## config.mk

```make
export PLATFORM = sky130hd
export DESIGN_NAME = jtag_mem_bridge_flat
export DESIGN_NICKNAME = d
export VERILOG_FILES = /design/src/rtl/jtag_mem_bridge_if.sv /design/src/rtl/jtag_mem_bridge.sv /design/src/flat_wrapper.sv
export SDC_FILE = /design/constraint.sdc
export NUM_CORES = 1
export LEC_CHECK = 0
export ABC_AREA = 1
export CAP_MARGIN = 5
export CORE_MARGIN = 10
export CORE_UTILIZATION = 35
export CTS_CLUSTER_DIAMETER = 120
export DETAILED_ROUTE_END_ITERATION = 12
export PLACE_DENSITY = 0.84
export SETUP_SLACK_MARGIN = 0.3
export SLEW_MARGIN = 20
export SYNTH_ARGS = -nofsm -noshare
export SYNTH_HDL_FRONTEND = slang
export SYNTH_SLANG_ARGS = --single-unit
```

## constraint.sdc

```tcl
create_clock -name clk -period 1.84 [get_ports clk]
set_input_delay 0.276 -clock clk [delete_from_list [all_inputs] [get_ports clk]]
set_output_delay 0.276 -clock clk [all_outputs]
set_load 0.01 [all_outputs]
```

## src/rtl/jtag_mem_bridge_if.sv

```systemverilog
// Signal bundle between the JTAG register block, jtag_mem_bridge and the system-clock RAM.
// The master side is the bridge; the slave side is the JTAG block plus the RAM.
interface jtag_mem_bridge_if #(
    parameter int DW = 32,
    parameter int AW = 10
);
    logic          jtag_wram_enable;
    logic [DW-1:0] jtag_wdata;
    logic [DW-1:0] jtag_waddr;
    logic [DW-1:0] jtag_raddr;
    logic [DW-1:0] jtag_flags;
    logic [DW-1:0] jtag_rdata;
    logic          mem_we;
    logic [AW-1:0] mem_waddr;
    logic [DW-1:0] mem_wdata;
    logic [AW-1:0] mem_raddr;
    logic [DW-1:0] mem_rdata;
    logic [15:0]   wr_count;
    logic          busy;

    modport master (
        input  jtag_wram_enable, jtag_wdata, jtag_waddr, jtag_raddr, jtag_flags, mem_rdata,
        output jtag_rdata, mem_we, mem_waddr, mem_wdata, mem_raddr, wr_count, busy
    );

    modport slave (
        output jtag_wram_enable, jtag_wdata, jtag_waddr, jtag_raddr, jtag_flags, mem_rdata,
        input  jtag_rdata, mem_we, mem_waddr, mem_wdata, mem_raddr, wr_count, busy
    );
endinterface

```

## src/rtl/jtag_mem_bridge.sv

```systemverilog
// tck-to-clk bridge: synchronises the JTAG write strobe, issues one RAM write per strobe and
// relays the read path. Define JTAG_MEM_AUTOINC_EN to enable the auto-incrementing write pointer.
module jtag_mem_bridge #(
    parameter int DW = 32,
    parameter int AW = 10
) (
    input  logic               clk,
    input  logic               reset,
    jtag_mem_bridge_if.master  bus
);
    typedef enum logic [1:0] {IDLE, SETTLE, WRITE, WAIT_LOW} state_e;

    state_e        state_q, state_d;
    logic          s0_q, s1_q;
    logic          capture;
    logic          write_now;
    logic [AW-1:0] jtag_waddr_lo;
    logic [AW-1:0] waddr_d, waddr_q;
    logic [DW-1:0] wdata_q;
    logic [15:0]   wr_count_q;
    logic [AW-1:0] raddr_p0_q, raddr_p1_q, mem_raddr_q;
    logic [DW-1:0] rdata_q;
    logic          unused_bits;

    assign jtag_waddr_lo = bus.jtag_waddr[AW-1:0];
    assign unused_bits   = ^{bus.jtag_flags, bus.jtag_waddr, bus.jtag_raddr};

    // Strobe synchroniser; reset high so a strobe held across reset is not taken as a new edge
    always_ff @(posedge clk) begin
        if (reset) begin
            s0_q <= 1'b1;
            s1_q <= 1'b1;
        end else begin
            s0_q <= bus.jtag_wram_enable;
            s1_q <= s0_q;
        end
    end

    always_ff @(posedge clk) begin
        if (reset) state_q <= WAIT_LOW;
        else       state_q <= state_d;
    end

    always_comb begin
        state_d   = state_q;
        capture   = 1'b0;
        write_now = 1'b0;
        case (state_q)
            IDLE:     if (s1_q) state_d = SETTLE;
            SETTLE: begin
                capture = 1'b1;
                state_d = WRITE;
            end
            WRITE: begin
                write_now = !reset;
                state_d   = WAIT_LOW;
            end
            WAIT_LOW: if (!s1_q) state_d = IDLE;
            default:  state_d = WAIT_LOW;
        endcase
    end

`ifdef JTAG_MEM_AUTOINC_EN
    logic [AW-1:0] wptr_q, wlast_q;
    logic          reuse_ptr;

    // Re-sending the same base address with auto-increment continues from the pointer
    assign reuse_ptr = bus.jtag_flags[0] && (jtag_waddr_lo == wlast_q);
    assign waddr_d   = reuse_ptr ? wptr_q : jtag_waddr_lo;

    always_ff @(posedge clk) begin
        if (reset) begin
            wptr_q  <= '0;
            wlast_q <= '0;
        end else if (capture) begin
            wptr_q  <= waddr_d;
            wlast_q <= jtag_waddr_lo;
        end else if (write_now) begin
            wptr_q  <= wptr_q + {{(AW-1){1'b0}}, 1'b1};
        end
    end
`else
    assign waddr_d = jtag_waddr_lo;
`endif

    always_ff @(posedge clk) begin
        if (reset) begin
            waddr_q <= '0;
            wdata_q <= '0;
        end else if (capture) begin
            waddr_q <= waddr_d;
            wdata_q <= bus.jtag_wdata;
        end
    end

    always_ff @(posedge clk) begin
        if (reset)          wr_count_q <= '0;
        else if (write_now) wr_count_q <= wr_count_q + 16'd1;
    end

    // Read path: two resync stages, registered RAM address, registered read data
    always_ff @(posedge clk) begin
        if (reset) begin
            raddr_p0_q  <= '0;
            raddr_p1_q  <= '0;
            mem_raddr_q <= '0;
            rdata_q     <= '0;
        end else begin
            raddr_p0_q  <= bus.jtag_raddr[AW-1:0];
            raddr_p1_q  <= raddr_p0_q;
            mem_raddr_q <= raddr_p1_q;
            rdata_q     <= bus.mem_rdata;
        end
    end

    assign bus.mem_we     = write_now;
    assign bus.mem_waddr  = waddr_q;
    assign bus.mem_wdata  = wdata_q;
    assign bus.mem_raddr  = mem_raddr_q;
    assign bus.jtag_rdata = rdata_q;
    assign bus.wr_count   = wr_count_q;
    assign bus.busy       = (state_q != IDLE);
endmodule

```

## src/flat_wrapper.sv

```systemverilog
// flat-port wrapper written by rule: the top's interface ports become plain ports
module jtag_mem_bridge_flat 
#(
    parameter int DW = 32,
    parameter int AW = 10
)
  (clk, reset, bus_jtag_wram_enable, bus_jtag_wdata, bus_jtag_waddr, bus_jtag_raddr, bus_jtag_flags, bus_mem_rdata, bus_jtag_rdata, bus_mem_we, bus_mem_waddr, bus_mem_wdata, bus_mem_raddr, bus_wr_count, bus_busy);
  jtag_mem_bridge_if #(.DW(DW), .AW(AW)) bus_i ();
  input  logic clk;
  input  logic reset;
  input wire logic [$bits(bus_i.jtag_wram_enable)-1:0] bus_jtag_wram_enable;
  input wire logic [$bits(bus_i.jtag_wdata)-1:0] bus_jtag_wdata;
  input wire logic [$bits(bus_i.jtag_waddr)-1:0] bus_jtag_waddr;
  input wire logic [$bits(bus_i.jtag_raddr)-1:0] bus_jtag_raddr;
  input wire logic [$bits(bus_i.jtag_flags)-1:0] bus_jtag_flags;
  input wire logic [$bits(bus_i.mem_rdata)-1:0] bus_mem_rdata;
  output wire logic [$bits(bus_i.jtag_rdata)-1:0] bus_jtag_rdata;
  output wire logic [$bits(bus_i.mem_we)-1:0] bus_mem_we;
  output wire logic [$bits(bus_i.mem_waddr)-1:0] bus_mem_waddr;
  output wire logic [$bits(bus_i.mem_wdata)-1:0] bus_mem_wdata;
  output wire logic [$bits(bus_i.mem_raddr)-1:0] bus_mem_raddr;
  output wire logic [$bits(bus_i.wr_count)-1:0] bus_wr_count;
  output wire logic [$bits(bus_i.busy)-1:0] bus_busy;
  assign bus_i.jtag_wram_enable = bus_jtag_wram_enable;
  assign bus_i.jtag_wdata = bus_jtag_wdata;
  assign bus_i.jtag_waddr = bus_jtag_waddr;
  assign bus_i.jtag_raddr = bus_jtag_raddr;
  assign bus_i.jtag_flags = bus_jtag_flags;
  assign bus_i.mem_rdata = bus_mem_rdata;
  assign bus_jtag_rdata = bus_i.jtag_rdata;
  assign bus_mem_we = bus_i.mem_we;
  assign bus_mem_waddr = bus_i.mem_waddr;
  assign bus_mem_wdata = bus_i.mem_wdata;
  assign bus_mem_raddr = bus_i.mem_raddr;
  assign bus_wr_count = bus_i.wr_count;
  assign bus_busy = bus_i.busy;
  jtag_mem_bridge #(.DW(DW), .AW(AW)) u_core (.clk(clk), .reset(reset), .bus(bus_i));
endmodule
```

==> flow_metrics.py, run 1 <==
metrics = {
    "outcome": {
        "outcome": "finished, final reports clean",
    },
    "die": {
        "floorplan.die_area_um2": 17040,
        "die_width_um": 130.6,
        "rows": 40,
        "initial_core_util_pct": 35.61,
        "ioPinCount": 265,
        "die_h_um": 130.6,
        "core-area_um2": 12010,
    },
    "clock_network": {
        "tritoncts.num_buffers": 17,
        "ctsHoldBuffers": 0,
        "clock_tree.htree_level_count": 4,
        "cts-root-buf": "sky130_fd_sc_hd__clkbuf_16",
        "clkSinkCount": 124,
        "clk_path_buf_depth": 2,
        "clkSlewWorstSetupHoldPaths_ns": 0.06,
        "cts_tree": "done",
        "clock_latency_ns": 0.41,
    },
    "worst_setup_path": {
        "worstPathMaxFanout": 3,
        "cp_data_required_time_ns": 1.56,
        "cp_cell_sequence": "inv_2 -> ha_4 -> inv_4 -> nor2_8 -> buf_6",
        "worst_path_max_delay_cell": "sky130_fd_sc_hd__dfxtp_2",
        "worst_path_bufs_invs": 3,
        "timing.critical_path.max_delay_family": "flip-flops",
        "critPathArrivalTime_ns": 1.21,
        "r2r_slack_ns": 0.45,
        "timing.critical_path.from_type": "register",
        "cp_slowest_stage_delay_ns": 0.33,
        "cp-end-kind": "output port",
        "criticalPathCategory": "register to output port",
    },
    "global_route": {
        "grt.total_usage_pct": 13.36,
        "grt_remaining_overflow": 0,
        "grt_util_met3_pct": 8.179,
        "grt_start_max_net_pins": 70,
        "grt_antenna_before_repair": 0,
        "first_pass_grt_wire_length_um": 17740,
        "gr-max-usage-layer": "met2",
        "grt_pass1_vias": 3612,
        "grt_use_met2_pct": 21.23,
        "grtUsageMet1_pct": 13.88,
    },
    "cells_and_area": {
        "layoutNonFillerInstCount": 877,
        "antenna_fix_cells": 0,
        "num-fill-cells": 1076,
        "sequential_cell_area_um2": 2490,
        "final_nets": 885,
        "post_route_cells_drive_above_1_share_pct": 10.14,
        "areaGrowthSynthToFinish_pct": 58.64,
        "fin_area_um2": 6787,
        "area_of_the_multi_input_gates_um2": 1365,
    },
    "hold_path": {
        "worstHoldPathType": "primary input to register",
    },
    "logic_synthesis": {
        "post_synth_inst_count": 526,
        "synth-main-ff-cell": "sky130_fd_sc_hd__dfxtp_1",
        "ys_ff_latch": 124,
        "post_synth_mux_area_share_pct": 0,
        "compound_cell_area_share_of_the_yosys_netlist_pct": 7.371,
        "async_flop_share_pct": 0,
        "synth.cell_area_um2": 4278,
        "synth.cells.most_frequent": "168 x sky130_fd_sc_hd__nor2_1, 124 x sky130_fd_sc_hd__dfxtp_1, 81 x sky130_fd_sc_hd__inv_1",
        "synth.top_cell.area_share_pct": 58.03,
        "synthTopCellsByArea": "sky130_fd_sc_hd__dfxtp_1 58%, sky130_fd_sc_hd__nor2_1 15%, sky130_fd_sc_hd__inv_1 7.1%",
        "post_synthesis_sequential_area_ratio_pct": 58.03,
        "synthesis_warnings": 0,
        "yosysMostFrequentCell": "sky130_fd_sc_hd__nor2_1",
        "synth_top_family_by_area": "simple AND/OR/NAND/NOR gates",
        "synth_top_area_cell": "sky130_fd_sc_hd__dfxtp_1",
        "synth.lib_cells_used.distinct": 30,
        "mappedNetlistNets": 694,
        "synth-simple-area-share_pct": 22.32,
        "synth_enable_flop_cells": 0,
        "post_synth_fa_ha_maj_area_fraction_pct": 1.462,
        "synth_xor_xnor_area_share_pct": 0.4095,
        "postSynthAreaPerCell_um2": 8.133,
    },
    "pwr": {
        "worst_ir_drop_vdd_v": 0.0007013,
        "switching_share_pct": 29.29,
        "power.density_cell_area_nw_per_um2": 1287,
        "power.combinational.fraction_pct": 23.8,
        "net-switching-power_w": 0.002558,
        "power_frac_clock_pct": 37.9,
        "final_power_w": 0.008736,
        "p_seq_share_pct": 38.3,
        "cellLeakagePower_nw": 3.349,
        "power_report.internal_total_w": 0.006178,
    },
    "sta": {
        "tns_setup_ns": 0,
        "timing.final.hold_violations": 0,
        "period_share_pct": 80.75,
        "rsz_0062_raised_after_global_routing": "yes",
        "timing.final.setup_violations": 0,
        "least_setup_slack_across_all_paths_after_layout_ns": 0.3542,
        "max_freq_mhz": 673.0,
        "timing.final.max_slew_violations": 0,
        "final.min_clock_period_ns": 1.486,
        "timing.slew.headroom_pct": 56.65,
        "tightestPinTransition_ns": 0.6503,
        "clock_skew_ns": 0.005276,
    },
    "detailed_routing": {
        "wl_per_cell_um": 13.25,
        "detail_route.iter0.violations": 190,
        "drt_drc_violations_left": 0,
        "routed_via_density": 4.356,
        "vias": 3820,
        "antenna_nets_post_route": 0,
        "drt_pre_antenna_iters": 4,
        "routed_wirelength_um": 11620,
    },
    "placement": {
        "placedInstanceArea_um2": 6279,
        "dp.final_hpwl_um": 8690,
        "post-place-ws_ns": 0.2217,
        "port-buffer-count": 188,
        "gp_congestion": 0.8087,
        "dpl.cell_count": 844,
    },
    "run": {
        "drv.max_cap_violation_count": 0,
    },
}
worst paths after layout:
| kind | cells past startpoint | endpoint | from |
|---|---|---|---|
| max | 5 | bus_mem_we | u_core.state_q[0] |
| min | 3 | u_core.bus.jtag_rdata[27] | bus_mem_rdata[27] |
| max reg2reg | 8 | u_core.bus.wr_count[7] | u_core.state_q[0] |
| min reg2reg | 2 | u_core.bus.mem_raddr[6] | u_core.raddr_p1_q[6] |
area by class of cell:
type                       instances  area share [%]
multi-input combinational        293           20.11
timing repair buffer             195           26.75
tap                              147           2.710
inverter                          86           4.830
clock buffer                      20           6.877
sequential                       124           36.69
clock inverter                    12           2.028
tightest hold or removal path, stage by stage:
cell and delay, ns:
sky130_fd_sc_hd__clkdlybuf4s50_1 0.39, sky130_fd_sc_hd__inv_1 0.05, sky130_fd_sc_hd__nor2_1 0.03
state kept, by name, summed over array words and instances, names as in the netlist:
name	flops
u_core.bus.mem_raddr	10
u_core.bus.wr_count	16
u_core.raddr_p0_q	10
u_core.state_q	2
u_core.bus.mem_waddr	10
u_core.bus.jtag_rdata	32
u_core.raddr_p1_q	10
u_core.bus.mem_wdata	32
u_core.s1_q	1
u_core.s0_q	1
layer usage:
metal  routed length [µm]  share of wire (%)
met1                 4759                 41
met5                    0                  0
met3                 1474                 13
met4                  215                1.9
met2                 5168                 44
metrics by stage:
stage | util [%] | hold WS [ns]
2_1_floorplan | - | 0.3798
3_3_place_gp | 52.27 | 0.3892
3_5_place_dp | 52.27 | 0.3947
4_1_cts | 56.29 | 0.3574
5_1_grt | 56.50 | 0.3681
6_report | 56.50 | 0.3781
power by group through the flow:
stage / clock network [W] / registers (W) / logic, W
2_1_floorplan: 0 / 0.00357 / 0.000872
3_3_place_gp: 0 / 0.00337 / 0.00231
3_5_place_dp: 0 / 0.00340 / 0.00236
4_1_cts: 0.00339 / 0.00333 / 0.00209
5_1_grt: 0.00350 / 0.00339 / 0.00233
6_report: 0.00331 / 0.00334 / 0.00208
logic make-up after synthesis:
group                      after synthesis
AOI/OAI and AO/OA                       60
buffers and inverters                  109
adders and majority gates                5
xor gates and xnor gates                 2
DFF                                    124
and+or+nand+nor                        226
cell usage in the layout (no fill, tap or decap), types with 2 or more instances in the layout:
cell / count
sky130_fd_sc_hd__nand2_1: 26
sky130_fd_sc_hd__clkbuf_8: 3
sky130_fd_sc_hd__dfxtp_2: 3
sky130_fd_sc_hd__nor2_1: 168
sky130_fd_sc_hd__dlygate4sd2_1: 100
sky130_fd_sc_hd__inv_2: 5
sky130_fd_sc_hd__ha_1: 3
sky130_fd_sc_hd__dfxtp_1: 120
sky130_fd_sc_hd__nor2_4: 2
sky130_fd_sc_hd__clkinv_4: 2
sky130_fd_sc_hd__buf_4: 7
sky130_fd_sc_hd__o21ai_0: 49
sky130_fd_sc_hd__inv_6: 2
sky130_fd_sc_hd__inv_1: 78
sky130_fd_sc_hd__nor2_2: 8
sky130_fd_sc_hd__clkbuf_16: 17
sky130_fd_sc_hd__a21oi_1: 6
sky130_fd_sc_hd__o211ai_1: 2
sky130_fd_sc_hd__or2_2: 2
sky130_fd_sc_hd__nand2_2: 3
sky130_fd_sc_hd__clkdlybuf4s50_1: 85
sky130_fd_sc_hd__nand3_1: 9
sky130_fd_sc_hd__nand4_1: 4
sky130_fd_sc_hd__inv_4: 2
sky130_fd_sc_hd__bufinv_16: 2
sky130_fd_sc_hd__clkinvlp_4: 5
timing repair:
| action | in CTS | in global routing |
|---|---|---|
| gates resized for setup | 111 | 11 |
| endpoints found under the setup margin | 102 | 4 |
| pin swaps | 0 | 0 |
| setup buffers | 0 | 1 |
Power figures use the tool's default switching activity.
==> run 2: changes to the inputs <==
--- a/config.mk
+++ b/config.mk
@@ -8,10 +8,10 @@
 export ABC_AREA = 1
 export CAP_MARGIN = 5
 export CORE_MARGIN = 10
-export CORE_UTILIZATION = 35
+export CORE_UTILIZATION = 33
 export CTS_CLUSTER_DIAMETER = 120
 export DETAILED_ROUTE_END_ITERATION = 12
-export PLACE_DENSITY = 0.84
+export PLACE_DENSITY = 0.83
 export SETUP_SLACK_MARGIN = 0.3
 export SLEW_MARGIN = 20
 export SYNTH_ARGS = -nofsm -noshare
==> constraint.sdc (replaced) <==
create_clock -name clk -period 1.3 [get_ports clk]
set_input_delay 0.195 -clock clk [delete_from_list [all_inputs] [get_ports clk]]
set_output_delay 0.195 -clock clk [all_outputs]
set_load 0.01 [all_outputs]
==> run 2 against run 1 <==
The run now ends with setup timing left. Global-route usage up 1.2 points. Die area up 5.1%. Setup slack worse by 0.48 ns. Worst hold slack worse by 0.090 ns. Design area up 20%. Combinational power rose to 2.9 times the previous value. Critical endpoint is now u_core.bus.mem_wdata[15]. Largest power group is now combinational logic.
==> flow_metrics.py, run 2 (synthesis results as in run 1) <==
metrics = {
    "outcome": {
        "outcome": "finished, violations left",
        "violations_in_the_final_reports": "setup timing",
    },
    "sta": {
        "tightestPinTransition_ns": 0.3277,
        "timing.final.hold_violations": 0,
        "timing.slew.headroom_pct": 78.15,
        "period_share_pct": 109.7,
        "clock_skew_ns": 0.005907,
        "rsz_0062_raised_after_global_routing": "yes",
        "final.min_clock_period_ns": 1.427,
        "timing.final.max_slew_violations": 0,
        "least_setup_slack_across_all_paths_after_layout_ns": -0.1267,
        "max_freq_mhz": 700.9,
        "timing.final.setup_violations": 37,
    },
    "clock_network": {
        "clkSinkCount": 124,
        "cts-root-buf": "sky130_fd_sc_hd__clkbuf_16",
        "clkSlewWorstSetupHoldPaths_ns": 0.06,
        "clock_latency_ns": 0.42,
        "clk_path_buf_depth": 2,
        "ctsHoldBuffers": 0,
        "tritoncts.num_buffers": 17,
        "clock_tree.htree_level_count": 4,
        "cts_tree": "done",
    },
    "die": {
        "rows": 41,
        "floorplan.die_area_um2": 17920,
        "ioPinCount": 265,
        "die_h_um": 133.9,
        "core-area_um2": 12670,
        "die_width_um": 133.9,
        "initial_core_util_pct": 33.76,
    },
    "cells_and_area": {
        "final_core_utilization_pct": 64.24,
        "areaGrowthSynthToFinish_pct": 90.29,
        "post_route_cells_drive_above_1_share_pct": 49.11,
        "most-common-layout-cells": "137 x sky130_fd_sc_hd__nor2_1, 96 x sky130_fd_sc_hd__buf_6, 85 x sky130_fd_sc_hd__clkdlybuf4s50_1",
        "final_nets": 939,
        "layout_commonest_cell": "sky130_fd_sc_hd__nor2_1",
        "sequential_cell_area_um2": 2628,
        "num-fill-cells": 980,
        "area_of_the_multi_input_gates_um2": 1689,
    },
    "worst_setup_path": {
        "worstPathMaxFanout": 6,
        "worst_path_bufs_invs": 5,
        "worst_r2r_startpoint": "u_core.state_q[0]",
        "cp_slowest_stage_delay_ns": 0.35,
        "worst-r2r-cell-count": 8,
        "cp_cell_sequence": "buf_4 -> buf_6 -> ha_4 -> clkinv_8 -> buf_12 -> clkbuf_16 -> nor2_2 -> nor2_1",
        "timing.critical_path.from_type": "register",
        "cp-end-kind": "register",
        "worst_path_max_delay_cell": "sky130_fd_sc_hd__dfxtp_2",
        "r2r_slack_ns": -0.13,
        "cp_data_required_time_ns": 1.61,
        "criticalPathCategory": "register to register",
        "critPathArrivalTime_ns": 1.73,
        "r2r_end": "u_core.bus.mem_wdata[15]",
        "timing.critical_path.max_delay_family": "buffers and inverters",
    },
    "hold_path": {
        "min_delay_path_depth": 3,
        "worstHoldPathType": "primary input to register",
        "worst_hold_startpoint": "bus_mem_rdata[7]",
        "hold_end": "u_core.bus.jtag_rdata[7]",
    },
    "detailed_routing": {
        "detail_route.iter0.violations": 148,
        "wl_per_cell_um": 15.53,
        "drt_pre_antenna_iters": 4,
        "routed_wirelength_um": 14860,
        "drt_drc_violations_left": 0,
        "routed_via_density": 4.327,
        "antenna_nets_post_route": 0,
        "vias": 4141,
    },
    "placement": {
        "gp_congestion": 0.8378,
        "port-buffer-count": 188,
        "dp.final_hpwl_um": 9089,
    },
    "global_route": {
        "grt.total_usage_pct": 14.57,
        "grt_remaining_overflow": 0,
        "grt_start_max_net_pins": 70,
        "first_pass_grt_wire_length_um": 20630,
        "grt_antenna_before_repair": 1,
        "grt_pass1_vias": 3996,
    },
    "pwr": {
        "power.density_cell_area_nw_per_um2": 1953,
        "cellLeakagePower_nw": 3.671,
        "final_power_w": 0.01590,
        "worst_ir_drop_vdd_v": 0.001022,
    },
    "run": {
        "drv.max_cap_violation_count": 0,
    },
}
==> run 2: worst max path at each step <==
stage / from / to / slack (ns) / cells past startpoint
floorplan: u_core.state_q[0] / u_core.bus.wr_count[11] / 0.006 / 10
global placement: u_core.state_q[0] / bus_mem_we / -0.12 / 5
detailed placement: u_core.state_q[0] / bus_mem_we / -0.13 / 5
CTS: u_core.state_q[0] / bus_mem_we / -0.12 / 5
global route: u_core.state_q[0] / u_core.bus.mem_wdata[15] / -0.19 / 8
finish: u_core.state_q[0] / u_core.bus.mem_wdata[15] / -0.13 / 8
==> run 2: repair_timing <==
| action | CTS | global route |
|---|---|---|
| gates resized for setup | 615 | 137 |
| pin swaps | 8 | 28 |
| setup buffers | 15 | 24 |
| endpoints found under the setup margin | 162 | 162 |
| gates cloned | 3 | 4 |
==> run 2: final cells by class <==
class	count	area share (%)
inverters	86	4.304
well taps	172	2.644
repair buffers	249	32.49
multi-input cells	293	20.75
flip-flops and latches	124	32.28
diodes	1	0.03074
clock buffers	18	5.395
clock inverters	14	2.106
==> run 2: through the flow <==
step	TNS (ns)	setup slack (ns)	instances	hold slack (ns)	cell area, µm²
after floorplan	0	0.005575	526	0.2988	4342
after global placement	-0.2630	-0.1166	878	0.3890	6452
after detailed placement	-0.4282	-0.1325	878	0.3952	6452
after CTS	-0.4045	-0.1235	928	0.2771	7401
after global routing	-4.223	-0.1931	957	0.2867	8140
final	-2.218	-0.1267	957	0.2884	8140
==> run 2: worst register-to-register path, stage by stage, from the launching register on <==
cell	delay, ns
sky130_fd_sc_hd__dfxtp_2	0.35
sky130_fd_sc_hd__buf_4	0.11
sky130_fd_sc_hd__buf_6	0.09
sky130_fd_sc_hd__ha_4	0.20
sky130_fd_sc_hd__clkinv_8	0.11
sky130_fd_sc_hd__buf_12	0.15
sky130_fd_sc_hd__clkbuf_16	0.16
sky130_fd_sc_hd__nor2_2	0.09
sky130_fd_sc_hd__nor2_1	0.07
==> run 2: per-layer routing <==
| metal | vias up | track usage [%] | wire length [µm] |
|---|---|---|---|
| li1 | 2085 | - | - |
| met4 | 0 | 5.804 | 377 |
| met1 | 1889 | 14.49 | 5407 |
| met2 | 139 | 24.97 | 7641 |
| met5 | - | 0 | 0 |
| met3 | 28 | 7.879 | 1432 |
==> run 2: where the power goes <==
group / total (W) / internal [W] / switching [W]
Clock: 0.00483 / 0.00306 / 0.00177
Sequential: 0.00508 / 0.00458 / 0.000507
Combinational: 0.00598 / 0.00334 / 0.00264
==> run 3: changes to the inputs <==
--- a/config.mk
+++ b/config.mk
@@ -7,7 +7,7 @@
 export LEC_CHECK = 0
 export ABC_AREA = 1
 export CAP_MARGIN = 5
-export CORE_MARGIN = 10
+export CORE_MARGIN = 2
 export CORE_UTILIZATION = 33
 export CTS_CLUSTER_DIAMETER = 120
 export DETAILED_ROUTE_END_ITERATION = 12
==> run 3 against run 2 <==
The flow still finishes with violations (setup timing). Design area grew 5.1%. Worst hold slack got worse by 0.043 ns. Global-route usage grew 5.7 points. Wire length down 0.15%. Non-clock buffer count is 21 higher. Clock-buffer cell count grew 3. Critical path depth shrank 1. First-iteration DRC count rose by 33%. Maximum frequency down 1.0%. Register-to-register slack barely moved. Total power grew 9.2%. Utilization rose by 3.6 points. Critical endpoint is now u_core.bus.mem_wdata[7]. Largest cell class unchanged.
==> flow_metrics.py, run 3 (synthesis results as in run 1) <==
metrics = {
    "sta": {
        "timing.slew.headroom_pct": 52.13,
        "timing.final.hold_violations": 0,
        "timing.final.setup_violations": 42,
        "tightestPinTransition_ns": 0.7180,
        "tns_setup_ns": -2.646,
        "rsz_0062_raised_after_global_routing": "yes",
        "timing.final.max_slew_violations": 0,
        "period_share_pct": 110.9,
        "hold_ws_ns": 0.2453,
        "max_freq_mhz": 693.8,
        "final.min_clock_period_ns": 1.441,
        "clock_skew_ns": 0.003968,
        "least_setup_slack_across_all_paths_after_layout_ns": -0.1414,
    },
    "clock_network": {
        "clk_path_buf_depth": 2,
        "ctsHoldBuffers": 0,
        "clkSinkCount": 124,
        "tritoncts.num_buffers": 17,
        "cts_tree": "done",
        "cts-root-buf": "sky130_fd_sc_hd__clkbuf_16",
        "clock_tree.htree_level_count": 4,
        "clkSlewWorstSetupHoldPaths_ns": 0.05,
        "clock_latency_ns": 0.41,
    },
    "placement": {
        "port-buffer-count": 188,
        "dp.final_hpwl_um": 7881,
        "gp_congestion": 0.8364,
    },
    "cells_and_area": {
        "areaGrowthSynthToFinish_pct": 100.0,
        "most-common-layout-cells": "125 x sky130_fd_sc_hd__nor2_1, 90 x sky130_fd_sc_hd__buf_6, 85 x sky130_fd_sc_hd__clkdlybuf4s50_1",
        "antenna_fix_cells": 0,
        "num-fill-cells": 947,
        "layout_commonest_cell": "sky130_fd_sc_hd__nor2_1",
        "post_route_cells_drive_above_1_share_pct": 52.30,
        "sequential_cell_area_um2": 2616,
        "final_nets": 960,
        "area_of_the_multi_input_gates_um2": 1872,
    },
    "pwr": {
        "cellLeakagePower_nw": 3.807,
        "worst_ir_drop_vdd_v": 0.001130,
        "power.density_cell_area_nw_per_um2": 2029,
    },
    "detailed_routing": {
        "detail_route.iter0.violations": 197,
        "vias": 4354,
        "drt_drc_violations_left": 0,
        "wl_per_cell_um": 15.19,
        "antenna_nets_post_route": 0,
        "drt_pre_antenna_iters": 4,
        "routed_via_density": 4.456,
        "routed_wirelength_um": 14840,
    },
    "worst_setup_path": {
        "worst-r2r-cell-count": 7,
        "cp-end-kind": "register",
        "worst_path_bufs_invs": 4,
        "critPathArrivalTime_ns": 1.73,
        "worstPathMaxFanout": 6,
        "cp_cell_sequence": "inv_4 -> buf_6 -> ha_4 -> buf_8 -> buf_12 -> o21ai_0 -> nor2_2",
        "worst_path_max_delay_cell": "sky130_fd_sc_hd__dfxtp_4",
        "r2r_slack_ns": -0.14,
        "cp_data_required_time_ns": 1.59,
        "criticalPathCategory": "register to register",
        "cp_slowest_stage_delay_ns": 0.37,
        "worst_r2r_startpoint": "u_core.state_q[1]",
        "timing.critical_path.from_type": "register",
        "timing.critical_path.max_delay_family": "buffers and inverters",
        "r2r_end": "u_core.bus.mem_wdata[7]",
    },
    "outcome": {
        "outcome": "finished, violations left",
        "violations_in_the_final_reports": "setup timing",
    },
    "hold_path": {
        "worst_hold_startpoint": "reset",
        "min_delay_path_depth": 3,
        "hold_end": "u_core.bus.jtag_rdata[31]",
        "worstHoldPathType": "primary input to register",
    },
    "die": {
        "initial_core_util_pct": 33.90,
        "die_width_um": 117.9,
        "ioPinCount": 265,
        "die_h_um": 117.9,
        "rows": 41,
        "floorplan.die_area_um2": 13890,
        "core-area_um2": 12620,
    },
    "global_route": {
        "first_pass_grt_wire_length_um": 21580,
        "grt.total_usage_pct": 20.31,
        "grt_start_max_net_pins": 49,
        "grt_pass1_vias": 4241,
        "grt_remaining_overflow": 0,
        "grt_antenna_before_repair": 0,
    },
    "run": {
        "drv.max_cap_violation_count": 0,
    },
}
==> run 3: changes by cell type in the layout (fill, tap and decap cells not counted), moves of 9 or more <==
cell / change
sky130_fd_sc_hd__dfxtp_1: +9
sky130_fd_sc_hd__nor2_1: -12
sky130_fd_sc_hd__buf_4: +13
sky130_fd_sc_hd__nor2_2: -11
sky130_fd_sc_hd__o21ai_2: +15
sky130_fd_sc_hd__buf_16: +11
sky130_fd_sc_hd__o21ai_1: -11
sky130_fd_sc_hd__dfxtp_2: -9
sky130_fd_sc_hd__buf_2: +9
sky130_fd_sc_hd__nor2_4: +23
==> run 3: timing repair <==
item | CTS | global route
setup buffers | 22 | 31
gates cloned | 14 | 0
gates resized for setup | 701 | 87
pin swaps | 39 | 23
endpoints found under the setup margin | 162 | 162
==> run 3: metal layers <==
layer  part of all wire (%)  track usage (%)  vias to the layer above
met3                    9.7            7.994                       28
li1                       -                -                     2136
met4                    2.5            9.187                        0
met1                     38            23.65                     2005
met5                      0                0                        -
met2                     49            32.92                      185
==> run 3: final cells by class <==
cell class              instances  area share (%)
well taps                     172           2.515
multi-input cells             293           21.88
clock buffers                  21           5.499
inverters                      86           4.007
flip-flops and latches        124           30.58
clock inverters                11           1.653
repair buffers                270           33.87
==> run 3: per-stage QoR <==
stage	cells	total power (W)	setup WS (ns)	utilization, %	instance area, µm²
after floorplan	526	0.006419	0.005575	-	4342
after global placement	878	0.008244	-0.1020	51.13	6452
after detailed placement	878	0.008311	-0.1130	51.13	6452
after CTS	946	0.01629	-0.1175	63.36	7995
after global routing	977	0.01811	-0.1991	67.80	8556
final	977	0.01736	-0.1414	67.80	8556
==> run 3: report_power, final <==
| group | internal (W) | leakage [nW] | switching (W) |
|---|---|---|---|
| registers | 0.00457 | 1.06 | 0.000528 |
| clock network | 0.00315 | 0.295 | 0.00169 |
| logic | 0.00424 | 2.46 | 0.00318 |
==> run 3: worst max path at each step <==
stage	start	endpoint	slack, ns	cells past startpoint
after floorplan	u_core.state_q[0]	u_core.bus.wr_count[11]	0.006	10
after global placement	u_core.state_q[0]	bus_mem_we	-0.10	5
after detailed placement	u_core.state_q[0]	bus_mem_we	-0.11	5
after CTS	u_core.state_q[0]	bus_mem_we	-0.12	5
after global routing	u_core.state_q[1]	u_core.bus.mem_wdata[7]	-0.20	7
final	u_core.state_q[1]	u_core.bus.mem_wdata[7]	-0.14	7
==> run 3: worst min-delay path: cells and delay by family <==
kind,cells,cell delay [ns]
AND/OR/NAND/NOR,1,0.04
buffers and inverters,2,0.38
